[config.mk]
export PLATFORM = sky130hd
export DESIGN_NAME = fir_sample_sequencer_flat
export DESIGN_NICKNAME = d
export VERILOG_FILES = /design/src/rtl/fir_sample_sequencer_pkg.sv /design/src/rtl/fir_sample_sequencer_if.sv /design/src/rtl/fir_sample_sequencer_seq_skid_fifo.sv /design/src/rtl/fir_sample_sequencer.sv /design/src/flat_wrapper.sv
export SDC_FILE = /design/constraint.sdc
export NUM_CORES = 1
export LEC_CHECK = 0
export CORE_MARGIN = 10
export CORE_UTILIZATION = 30
export CTS_BUF_LIST = sky130_fd_sc_hd__clkbuf_8
export CTS_CLUSTER_DIAMETER = 150
export CTS_CLUSTER_SIZE = 40
export DETAILED_ROUTE_END_ITERATION = 8
export GPL_TIMING_DRIVEN = 0
export SLEW_MARGIN = 20
export SYNTH_ARGS = -nofsm -noshare
export SYNTH_HDL_FRONTEND = slang
export SYNTH_SLANG_ARGS = --single-unit
export TNS_END_PERCENT = 20
[constraint.sdc]
create_clock -name i_clk -period 2.93 [get_ports i_clk]
set_input_delay 0.586 -clock i_clk [delete_from_list [all_inputs] [get_ports i_clk]]
set_output_delay 0.586 -clock i_clk [all_outputs]
set_load 0.05 [all_outputs]
[src/rtl/fir_sample_sequencer_pkg.sv]
// Shared definitions for the FIR sample sequencer: FSM states and
// output FIFO geometry.
package fir_sample_sequencer_pkg;

   typedef enum logic [1:0] {
      IDLE  = 2'd0,
      RUN   = 2'd1,
      DRAIN = 2'd2
   } state_t;

   localparam int FIFO_DEPTH  = 2;
   localparam int PTR_WIDTH   = $clog2(FIFO_DEPTH);
   localparam int COUNT_WIDTH = $clog2(FIFO_DEPTH + 1);

endpackage

[src/rtl/fir_sample_sequencer_if.sv]
// BRAM read port and FIR sample stream of the sequencer, bundled so the
// sequencer (master) and its environment (slave) connect in one go.
interface fir_sample_sequencer_if #(
   parameter int DATA_WIDTH = 16,
   parameter int ADDR_WIDTH = 7
);

   logic                  o_bram_rden;
   logic [ADDR_WIDTH-1:0] o_bram_addr;
   logic [DATA_WIDTH-1:0] i_bram_data;
   logic [DATA_WIDTH-1:0] o_data;
   logic                  o_valid;
   logic                  i_ready;
   logic                  o_last;

   modport master (
      output o_bram_rden, o_bram_addr, o_data, o_valid, o_last,
      input  i_bram_data, i_ready
   );

   modport slave (
      input  o_bram_rden, o_bram_addr, o_data, o_valid, o_last,
      output i_bram_data, i_ready
   );

endinterface

[src/rtl/fir_sample_sequencer_seq_skid_fifo.sv]
// Small synchronous FIFO between the BRAM read return and the FIR stream.
// Output word is held stable while the consumer stalls; flush empties it
// in one cycle.
module seq_skid_fifo
   import fir_sample_sequencer_pkg::*;
#(
   parameter int WIDTH = 17
) (
   input  logic                   clk,
   input  logic                   rstn,
   input  logic                   flush,
   input  logic                   push,
   input  logic [WIDTH-1:0]       wr_data,
   input  logic                   ready,
   output logic [WIDTH-1:0]       rd_data,
   output logic                   valid,
   output logic [COUNT_WIDTH-1:0] count
);

   logic [WIDTH-1:0]     mem [FIFO_DEPTH];
   logic [PTR_WIDTH-1:0] wr_ptr;
   logic [PTR_WIDTH-1:0] rd_ptr;
   logic                 pop;

   // A pop happens only when the consumer takes a word that is actually there
   always_comb begin
      pop = ready && (count != '0);
   end

   // Storage, pointers and occupancy; flush drops everything including a same-cycle push
   always_ff @(posedge clk) begin
      if (!rstn) begin
         for (int i = 0; i < FIFO_DEPTH; i++) begin
            mem[i] <= '0;
         end
         wr_ptr <= '0;
         rd_ptr <= '0;
         count  <= '0;
      end else if (flush) begin
         wr_ptr <= '0;
         rd_ptr <= '0;
         count  <= '0;
      end else begin
         if (push) begin
            mem[wr_ptr] <= wr_data;
            wr_ptr      <= wr_ptr + 1'b1;
         end
         if (pop) begin
            rd_ptr <= rd_ptr + 1'b1;
         end
         count <= count + COUNT_WIDTH'(push) - COUNT_WIDTH'(pop);
      end
   end

   assign rd_data = mem[rd_ptr];
   assign valid   = (count != '0);

endmodule

[src/rtl/fir_sample_sequencer.sv]
// Command-driven sequencer streaming a window of BRAM samples into the FIR.
// Reads are credit-gated so returning data always fits in the 2-entry FIFO.
module fir_sample_sequencer
   import fir_sample_sequencer_pkg::*;
#(
   parameter int DATA_WIDTH = 16,
   parameter int DEPTH      = 101,
   parameter int ADDR_WIDTH = $clog2(DEPTH),
   parameter int LEN_WIDTH  = ADDR_WIDTH + 1
) (
   input  logic                 i_clk,
   input  logic                 i_rstn,
   input  logic                 i_start,
   input  logic [ADDR_WIDTH-1:0] i_base,
   input  logic [LEN_WIDTH-1:0]  i_len,
   input  logic                 i_loop,
   input  logic                 i_abort,
   fir_sample_sequencer_if.master bus,
   output logic                 o_busy,
   output logic                 o_done,
   output logic                 o_err
);

   localparam logic [LEN_WIDTH:0] DEPTH_W = (LEN_WIDTH + 1)'(DEPTH);

   state_t                 state;
   state_t                 state_nxt;
   logic [ADDR_WIDTH-1:0]  base_q;
   logic [ADDR_WIDTH-1:0]  end_q;
   logic [ADDR_WIDTH-1:0]  addr_q;
   logic                   loop_q;
   logic                   inflight;
   logic                   inflight_last;
   logic                   err_q;
   logic [LEN_WIDTH:0]     span;
   logic                   cmd_ok;
   logic                   accept;
   logic                   pop;
   logic                   credit;
   logic                   issue;
   logic                   at_end;
   logic                   flush;
   logic [2:0]             occupancy;
   logic [COUNT_WIDTH-1:0] fifo_count;
   logic [DATA_WIDTH:0]    fifo_out;
   logic                   fifo_valid;

   // Range check one bit wider than the address so base+len cannot wrap
   assign span   = (LEN_WIDTH + 1)'(i_base) + (LEN_WIDTH + 1)'(i_len);
   assign cmd_ok = (i_len != '0) && (span <= DEPTH_W);
   assign accept = (state == IDLE) && i_start && cmd_ok;

   assign pop       = fifo_valid && bus.i_ready;
   assign occupancy = 3'(fifo_count) + 3'(inflight);
   assign credit    = occupancy < (3'd2 + 3'(pop));
   assign issue     = (state == RUN) && credit;
   assign at_end    = (addr_q == end_q);
   assign flush     = i_abort && (state != IDLE);

   // Next-state decisions and the combinational outputs
   always_comb begin
      state_nxt       = state;
      o_busy          = (state != IDLE);
      o_done          = 1'b0;
      bus.o_bram_rden = issue;
      bus.o_bram_addr = addr_q;
      case (state)
         IDLE: begin
            if (accept) state_nxt = RUN;
         end
         RUN: begin
            if (i_abort)                         state_nxt = IDLE;
            else if (issue && at_end && !loop_q) state_nxt = DRAIN;
         end
         DRAIN: begin
            if (i_abort) begin
               state_nxt = IDLE;
            end else if ((fifo_count == '0) && !inflight) begin
               state_nxt = IDLE;
               o_done    = 1'b1;
            end
         end
         default: state_nxt = IDLE;
      endcase
   end

   // State register, command capture, address walk and read-return tracking
   always_ff @(posedge i_clk) begin
      if (!i_rstn) begin
         state         <= IDLE;
         base_q        <= '0;
         end_q         <= '0;
         addr_q        <= '0;
         loop_q        <= 1'b0;
         inflight      <= 1'b0;
         inflight_last <= 1'b0;
         err_q         <= 1'b0;
      end else begin
         state         <= state_nxt;
         err_q         <= (state == IDLE) && i_start && !cmd_ok;
         inflight      <= issue && !i_abort;
         inflight_last <= issue && at_end;
         if (accept) begin
            base_q <= i_base;
            end_q  <= ADDR_WIDTH'(span - 1'b1);
            addr_q <= i_base;
            loop_q <= i_loop;
         end else if (issue) begin
            addr_q <= at_end ? base_q : addr_q + 1'b1;
         end
      end
   end

   assign o_err = err_q;

   seq_skid_fifo #(
      .WIDTH (DATA_WIDTH + 1)
   ) u_fifo (
      .clk     (i_clk),
      .rstn    (i_rstn),
      .flush   (flush),
      .push    (inflight && !flush),
      .wr_data ({inflight_last, bus.i_bram_data}),
      .ready   (bus.i_ready),
      .rd_data (fifo_out),
      .valid   (fifo_valid),
      .count   (fifo_count)
   );

   assign bus.o_valid = fifo_valid;
   assign bus.o_data  = fifo_out[DATA_WIDTH-1:0];
   assign bus.o_last  = fifo_out[DATA_WIDTH];

endmodule

[src/flat_wrapper.sv]
// flat-port wrapper written by rule: the top's interface ports become plain ports
module fir_sample_sequencer_flat import fir_sample_sequencer_pkg::*;
#(
   parameter int DATA_WIDTH = 16,
   parameter int DEPTH      = 101,
   parameter int ADDR_WIDTH = $clog2(DEPTH),
   parameter int LEN_WIDTH  = ADDR_WIDTH + 1
)
  (i_clk, i_rstn, i_start, i_base, i_len, i_loop, i_abort, o_busy, o_done, o_err, bus_o_bram_rden, bus_o_bram_addr, bus_o_data, bus_o_valid, bus_o_last, bus_i_bram_data, bus_i_ready);
  fir_sample_sequencer_if #(.DATA_WIDTH(DATA_WIDTH), .ADDR_WIDTH(ADDR_WIDTH)) bus_i ();
  input  logic i_clk;
  input  logic i_rstn;
  input  logic i_start;
  input  logic [ADDR_WIDTH-1:0] i_base;
  input  logic [LEN_WIDTH-1:0] i_len;
  input  logic i_loop;
  input  logic i_abort;
  output logic o_busy;
  output logic o_done;
  output logic o_err;
  output wire logic [$bits(bus_i.o_bram_rden)-1:0] bus_o_bram_rden;
  output wire logic [$bits(bus_i.o_bram_addr)-1:0] bus_o_bram_addr;
  output wire logic [$bits(bus_i.o_data)-1:0] bus_o_data;
  output wire logic [$bits(bus_i.o_valid)-1:0] bus_o_valid;
  output wire logic [$bits(bus_i.o_last)-1:0] bus_o_last;
  input wire logic [$bits(bus_i.i_bram_data)-1:0] bus_i_bram_data;
  input wire logic [$bits(bus_i.i_ready)-1:0] bus_i_ready;
  assign bus_o_bram_rden = bus_i.o_bram_rden;
  assign bus_o_bram_addr = bus_i.o_bram_addr;
  assign bus_o_data = bus_i.o_data;
  assign bus_o_valid = bus_i.o_valid;
  assign bus_o_last = bus_i.o_last;
  assign bus_i.i_bram_data = bus_i_bram_data;
  assign bus_i.i_ready = bus_i_ready;
  fir_sample_sequencer #(.DATA_WIDTH(DATA_WIDTH), .DEPTH(DEPTH), .ADDR_WIDTH(ADDR_WIDTH), .LEN_WIDTH(LEN_WIDTH)) u_core (.i_clk(i_clk), .i_rstn(i_rstn), .i_start(i_start), .i_base(i_base), .i_len(i_len), .i_loop(i_loop), .i_abort(i_abort), .bus(bus_i), .o_busy(o_busy), .o_done(o_done), .o_err(o_err));
endmodule
==> out/metrics.csv, run 1 <==
stage,metric,value,unit
yosys,cell area after synthesis,3654,um^2
detailed_routing,vias per inst,4.945,
placed_design,routability cong.,0.7933,
timing,Relative slew margins,59.23,%
clock_tree,clock buffer depth,2,
detailed_routing,DRT iter0 DRCs,195,
final_layout,ant diodes,0,
outcome,status,completed,
yosys,dominant cell type by area after synthesis,edfxtp_1,
clock_tree,# H-tree levels,3,
yosys,top_reg_cell synth,edfxtp_1,
worst_setup_path,critical path arrival,3.08,ns
global_routing,initial antenna violation count,0,
detailed_routing,WL/cell,15.77,um
global_routing,vias in the first global route,3004,
clock_tree,Inserted Clock Buffers,9,
clock_tree,Worst-Skew Late Latency,0.34,ns
detailed_routing,DRC viols,0,
timing,Tcrit/Tclk final,97.14,%
timing,fin worst setup slack,0.08382,ns
die,Die Span Y,130.4,um
yosys,Synth area leaders,"edfxtp_1, dfxtp_1, mux2_2",
yosys,Mean Syn Cell Area,10.47,um^2
detailed_routing,final wirelength,9212,um
placed_design,DP Worst Slack,-0.6515,ns
final_layout,"commonest non-fill, non-tap cell in the layout",clkdlybuf4s50_1,
timing,Max Clk Rate,351.3,MHz
min_path,Min-Delay Path Class,register to register,
die,Ports,66,
run,max-cap violation count,0,
placed_design,placed wire-length estimate,6826,um
worst_setup_path,data required time of the critical path,3.16,ns
yosys,ys async rst share,0,%
yosys,"Seq/Total Area, Yosys",45.48,%
die,# rows,40,
timing,final number of max-transition violations,0,
die,Die Width,130.4,um
final_layout,synth-to-layout area growth,31.34,%
detailed_routing,antenna-violating nets left,0,
global_routing,largest net degree at the start of global routing,13,
yosys,warnings from Yosys,0,
die,area of the core,11960,um^2
clock_tree,Post-CTS Hold Buffers,0,
worst_setup_path,Setup CP Type,input port to register,
worst_setup_path,crit end category,register,
global_routing,GRT overflow,0,
clock_tree,Sink Count,66,
final_layout,post-route insts no fill,584,
yosys,Yosys top cell area share,27.95,%
pwr,PwrDens,578.1,nW/um^2
pwr,Static Leak,1.969,nW
yosys,synth unique cells,53,
yosys,syn_nets,401,
final_layout,Nets,484,
timing,fin crit period,2.846,ns
yosys,Post-synth EDFFs,34,
clock_tree,Root Buffer,clkbuf_8,
timing,Tightest Pin Transition,0.6115,ns
worst_setup_path,maximum fanout along the worst path,7,
global_routing,Tot GR Track Use,10.82,%
clock_tree,clock slew at reported path FFs,0.07,ns
placed_design,Placed Instances,562,
die,Initial Utilization,30.54,%
pwr,worst vdd rail ir drop,0.2028,mV
placed_design,Port-buffer cells,64,
yosys,Mapped Cells,349,
detailed_routing,drt pass-1 iters,4,
timing,RSZ-0062 raised after global routing,no,
timing,Fin. Hold Viols,0,
final_layout,layout cells sized above 1,15.56,%
timing,endpoints failing setup,0,
final_layout,Fillers,1183,
die,die area,16990,um^2
detailed_routing,Vias,2888,
global_routing,first-pass GRT wire length,14500,um
final_layout,most frequent cells in the layout,"clkdlybuf4s50_1, nand2_1, and2_1, edfxtp_1, dfxtp_1",
clock_tree,CTS tree,built,
timing,Worst Clk Skew,0.008721,ns
worst_setup_path,CP startpoint kind,input port,
yosys,"FF+latch count, synth",66,
synth_stat cells (all sizes together), types with 4 or more instances:
master and count:
a21o 5, a21oi 9, and2 35, and3 7
buf 5, clkbuf 11, dfxtp 32, edfxtp 34
ha 14, inv 16, mux2 20, mux2i 20
nand2 35, nand3 6, nand4 4, nor2 15
nor3 12, o211ai 4, o21ai 7, o221ai 5
or2 4, xnor2 14, xor2 5
layout make-up:
cell class | instances | area, um^2 | area share [%]
inverter | 16 | 60.06 | 1.252
clock buffer | 9 | 123.9 | 2.581
tap | 147 | 183.9 | 3.833
sequential | 66 | 1662 | 34.63
buffer | 15 | 78.83 | 1.643
clock inverter | 7 | 46.29 | 0.9648
multi-input combinational | 251 | 1918 | 39.97
timing repair buffer | 73 | 725.7 | 15.12
critical path, stage by stage:
cell and delay (ns):
clkdlybuf4s50_1 0.47, ha_1 0.41, o21a_1 0.23, a211o_1 0.36
nand4_1 0.14, mux2_4 0.35, o211a_4 0.18, buf_4 0.13
o221a_1 0.23
registers in the layout, indices dropped and copies added, names as in the netlist, 2 cells and up, named ones only:
signal                  flops
u_core.end_q                7
u_core.base_q               7
u_core.state                2
u_core.bus.o_bram_addr      7
u_core.u_fifo.mem          34
u_core.u_fifo.count         2
report_power, final:
part           switching [mW]  internal, mW  leakage (nW)
combinational           0.597         0.419          1.27
clock                   0.359         0.305        0.0868
sequential             0.0586          1.04         0.611
total                    1.02          1.76          1.97
path summary, 6_finish.rpt:
check | to | slack, ns | start | cells after the start
worst max-delay path | u_core.state[0] | 0.08 | i_base[2] | 9
worst min-delay path | u_core.base_q[1] | 0.46 | u_core.base_q[1] | 2
worst max register to register | u_core.bus.o_bram_addr[4] | 0.76 | u_core.bus.o_bram_addr[4] | 9
worst min register to register | u_core.base_q[1] | 0.46 | u_core.base_q[1] | 2
per-layer routing:
metal | up-vias | track usage [%] | part of all wire, %
met4 | 0 | 4.382 | 1.4
met1 | 1357 | 12.43 | 44
met3 | 15 | 3.529 | 7.2
met2 | 97 | 18.20 | 47
met5 | - | 0 | 0
li1 | 1419 | - | -
repair_timing:
item / 4_1_cts / 5_1_grt
resized for setup: 17 / 11
cloned: 0 / 1
endpoints found under the setup margin: 35 / 25
buffers inserted: 2 / 4
hold endpoints to repair: 0 / 0
pin swaps: 2 / 3
kinds of logic (layout without fill, tap and decap cells):
kind of cell / after synthesis / in the layout / synth area share, %
XOR/XNOR: 19 / 19 / 4.555
AND/OR/NAND/NOR: 130 / 130 / 19.01
AO/OA/AOI/OAI: 47 / 47 / 10.21
buffers and inverters: 32 / 120 / 3.664
flip-flops: 66 / 66 / 45.48
multiplexers: 40 / 40 / 11.75
adder cells (fa/ha/maj): 15 / 15 / 5.343
through the flow:
stage                     instance area, um^2  setup TNS (ns)  hold slack (ns)  utilization [%]  total power, mW
after global placement                   4484          -43.40           0.4436            37.49            2.096
after floorplan                          3660               0           0.4341                -            1.809
after detailed placement                 4514          -13.49           0.4495            37.74            2.109
after CTS                                4713         -0.5327           0.4625            39.40            2.783
after global routing                     4798               0           0.4741            40.12            2.930
final                                    4798               0           0.4625            40.12            2.774
(Power assumes the default switching activity.)
==> run 2, diff against run 1 <==
Settings changed: CTS_CLUSTER_SIZE 40 to 30.
==> results of run 2 <==
No change in the layout: final DEF, timing and power equal those of run 1.
==> run 3, diff against run 2 <==
Clock period 2.93 ns to 2.9 ns, I/O delays scaled along.
==> out/metrics.csv, run 3 (same netlist as run 1, synthesis figures left out) <==
stage,metric,value,unit
final_layout,largest register by flop count,u_core.u_fifo.mem,
timing,endpoints failing setup,0,
global_routing,initial antenna violation count,0,
final_layout,ant diodes,0,
detailed_routing,DRC viols,0,
pwr,worst vdd rail ir drop,0.2030,mV
timing,Max Clk Rate,354.7,MHz
placed_design,DP Worst Slack,-0.6755,ns
detailed_routing,vias per inst,4.925,
clock_tree,Worst-Skew Late Latency,0.34,ns
pwr,Pint,1.777,mW
detailed_routing,antenna-violating nets left,0,
global_routing,GRT overflow,0,
final_layout,layout cells sized above 1,16.02,%
pwr,sw frac,36.62,%
detailed_routing,WL/cell,15.86,um
global_routing,vias in the first global route,2994,
clock_tree,Inserted Clock Buffers,9,
final_layout,FF+latch area,1662,um^2
die,Ports,66,
final_layout,most frequent cells in the layout,"clkdlybuf4s50_1, nand2_1, and2_1, edfxtp_1, dfxtp_1",
min_path,Min-Delay Path Class,register to register,
pwr,PwrDens,584.0,nW/um^2
detailed_routing,final wirelength,9261,um
timing,fin crit period,2.819,ns
die,Die Width,130.4,um
clock_tree,clock slew at reported path FFs,0.07,ns
placed_design,routability cong.,0.7933,
final_layout,"commonest non-fill, non-tap cell in the layout",clkdlybuf4s50_1,
die,die area,16990,um^2
pwr,Power Total,2.804,mW
timing,Relative slew margins,58.64,%
final_layout,area of the multi-input gates,1926,um^2
die,Initial Utilization,30.54,%
final_layout,Fillers,1182,
clock_tree,# H-tree levels,3,
run,max-cap violation count,0,
worst_setup_path,critical path arrival,3.05,ns
timing,fin worst setup slack,0.08054,ns
pwr,share of total power in the clock network,23.9,%
die,area of the core,11960,um^2
worst_setup_path,maximum fanout along the worst path,7,
clock_tree,clock buffer depth,2,
global_routing,Tot GR Track Use,10.84,%
global_routing,largest net degree at the start of global routing,13,
timing,RSZ-0062 raised after global routing,no,
outcome,status,completed,
die,# rows,40,
pwr,Static Leak,1.958,nW
timing,Worst Clk Skew,0.008122,ns
detailed_routing,drt pass-1 iters,4,
placed_design,placed wire-length estimate,6826,um
die,Die Span Y,130.4,um
detailed_routing,Vias,2876,
clock_tree,Root Buffer,clkbuf_8,
pwr,Flop pwr share,39.4,%
timing,Tcrit/Tclk final,97.22,%
final_layout,synth-to-layout area growth,31.44,%
pwr,Comb power frac,36.7,%
worst_setup_path,Setup CP Type,input port to register,
placed_design,Port-buffer cells,64,
pwr,Psw,1.027,mW
timing,final number of max-transition violations,0,
final_layout,max reg flops,34,
final_layout,Nets,484,
worst_setup_path,CP startpoint kind,input port,
worst_setup_path,crit end category,register,
timing,Fin. Hold Viols,0,
detailed_routing,DRT iter0 DRCs,218,
global_routing,first-pass GRT wire length,14530,um
timing,Tightest Pin Transition,0.6203,ns
clock_tree,Sink Count,66,
clock_tree,CTS tree,built,
worst_setup_path,data required time of the critical path,3.13,ns
## run 3: power groups by stage
stage	registers, mW	clock network, mW	logic (mW)
after detailed placement	1.12	0	1.01
after global placement	1.12	0	1.00
after CTS	1.11	0.697	1.01
final	1.11	0.669	1.03
after floorplan	1.16	0	0.673
after global routing	1.11	0.736	1.11
## run 3: metrics by stage
stage          area, um^2  TNS, ns  utilization [%]  std cells  hold slack [ns]
6_report             4802        0            40.15        584           0.4615
5_1_grt              4802        0            40.15        584           0.4741
4_1_cts              4725  -0.4708            39.50        579           0.4625
3_5_place_dp         4514   -14.16            37.74        562           0.4495
3_3_place_gp         4484   -44.83            37.49        560           0.4436
2_1_floorplan        3660        0                -        349           0.4341
## run 3: layout make-up
class | instances | area share, %
Buffer | 15 | 1.641
Clock buffer | 9 | 2.579
Clock inverter | 7 | 0.9640
Inverter | 16 | 1.251
Multi-Input combinational cell | 251 | 40.10
Sequential cell | 66 | 34.60
Tap cell | 147 | 3.830
Timing Repair Buffer | 73 | 15.03
## run 3: repair_timing
action | 4_1_cts | 5_1_grt
hold buffers | 0 | 0
cloned | 0 | 1
gates resized for setup | 20 | 10
setup buffers | 2 | 4
pin swaps | 2 | 3
setup endpoints to repair | 35 | 24
## run 3: final timing paths
check / start / endpoint / slack (ns) / cells after the start
max reg2reg: u_core.bus.o_bram_addr[4] / u_core.bus.o_bram_addr[4] / 0.72 / 9
min: u_core.base_q[0] / u_core.base_q[0] / 0.46 / 2
max: i_base[2] / u_core.state[0] / 0.08 / 9
min reg2reg: u_core.base_q[0] / u_core.base_q[0] / 0.46 / 2
## run 3: critical path, stage by stage
cell and delay, ns:
clkdlybuf4s50_1 0.53, ha_2 0.33, o21a_1 0.21, a211o_1 0.36, nand4_1 0.14, mux2_4 0.36
o211a_4 0.18, buf_4 0.13, o221a_1 0.23
## run 3: per-layer routing
metal	vias up	part of all wire [%]	GRT usage, %
li1	1418	-	-
met1	1349	44	12.43
met2	91	47	18.26
met3	18	7.1	3.570
met4	0	1.7	4.382
met5	-	0	0
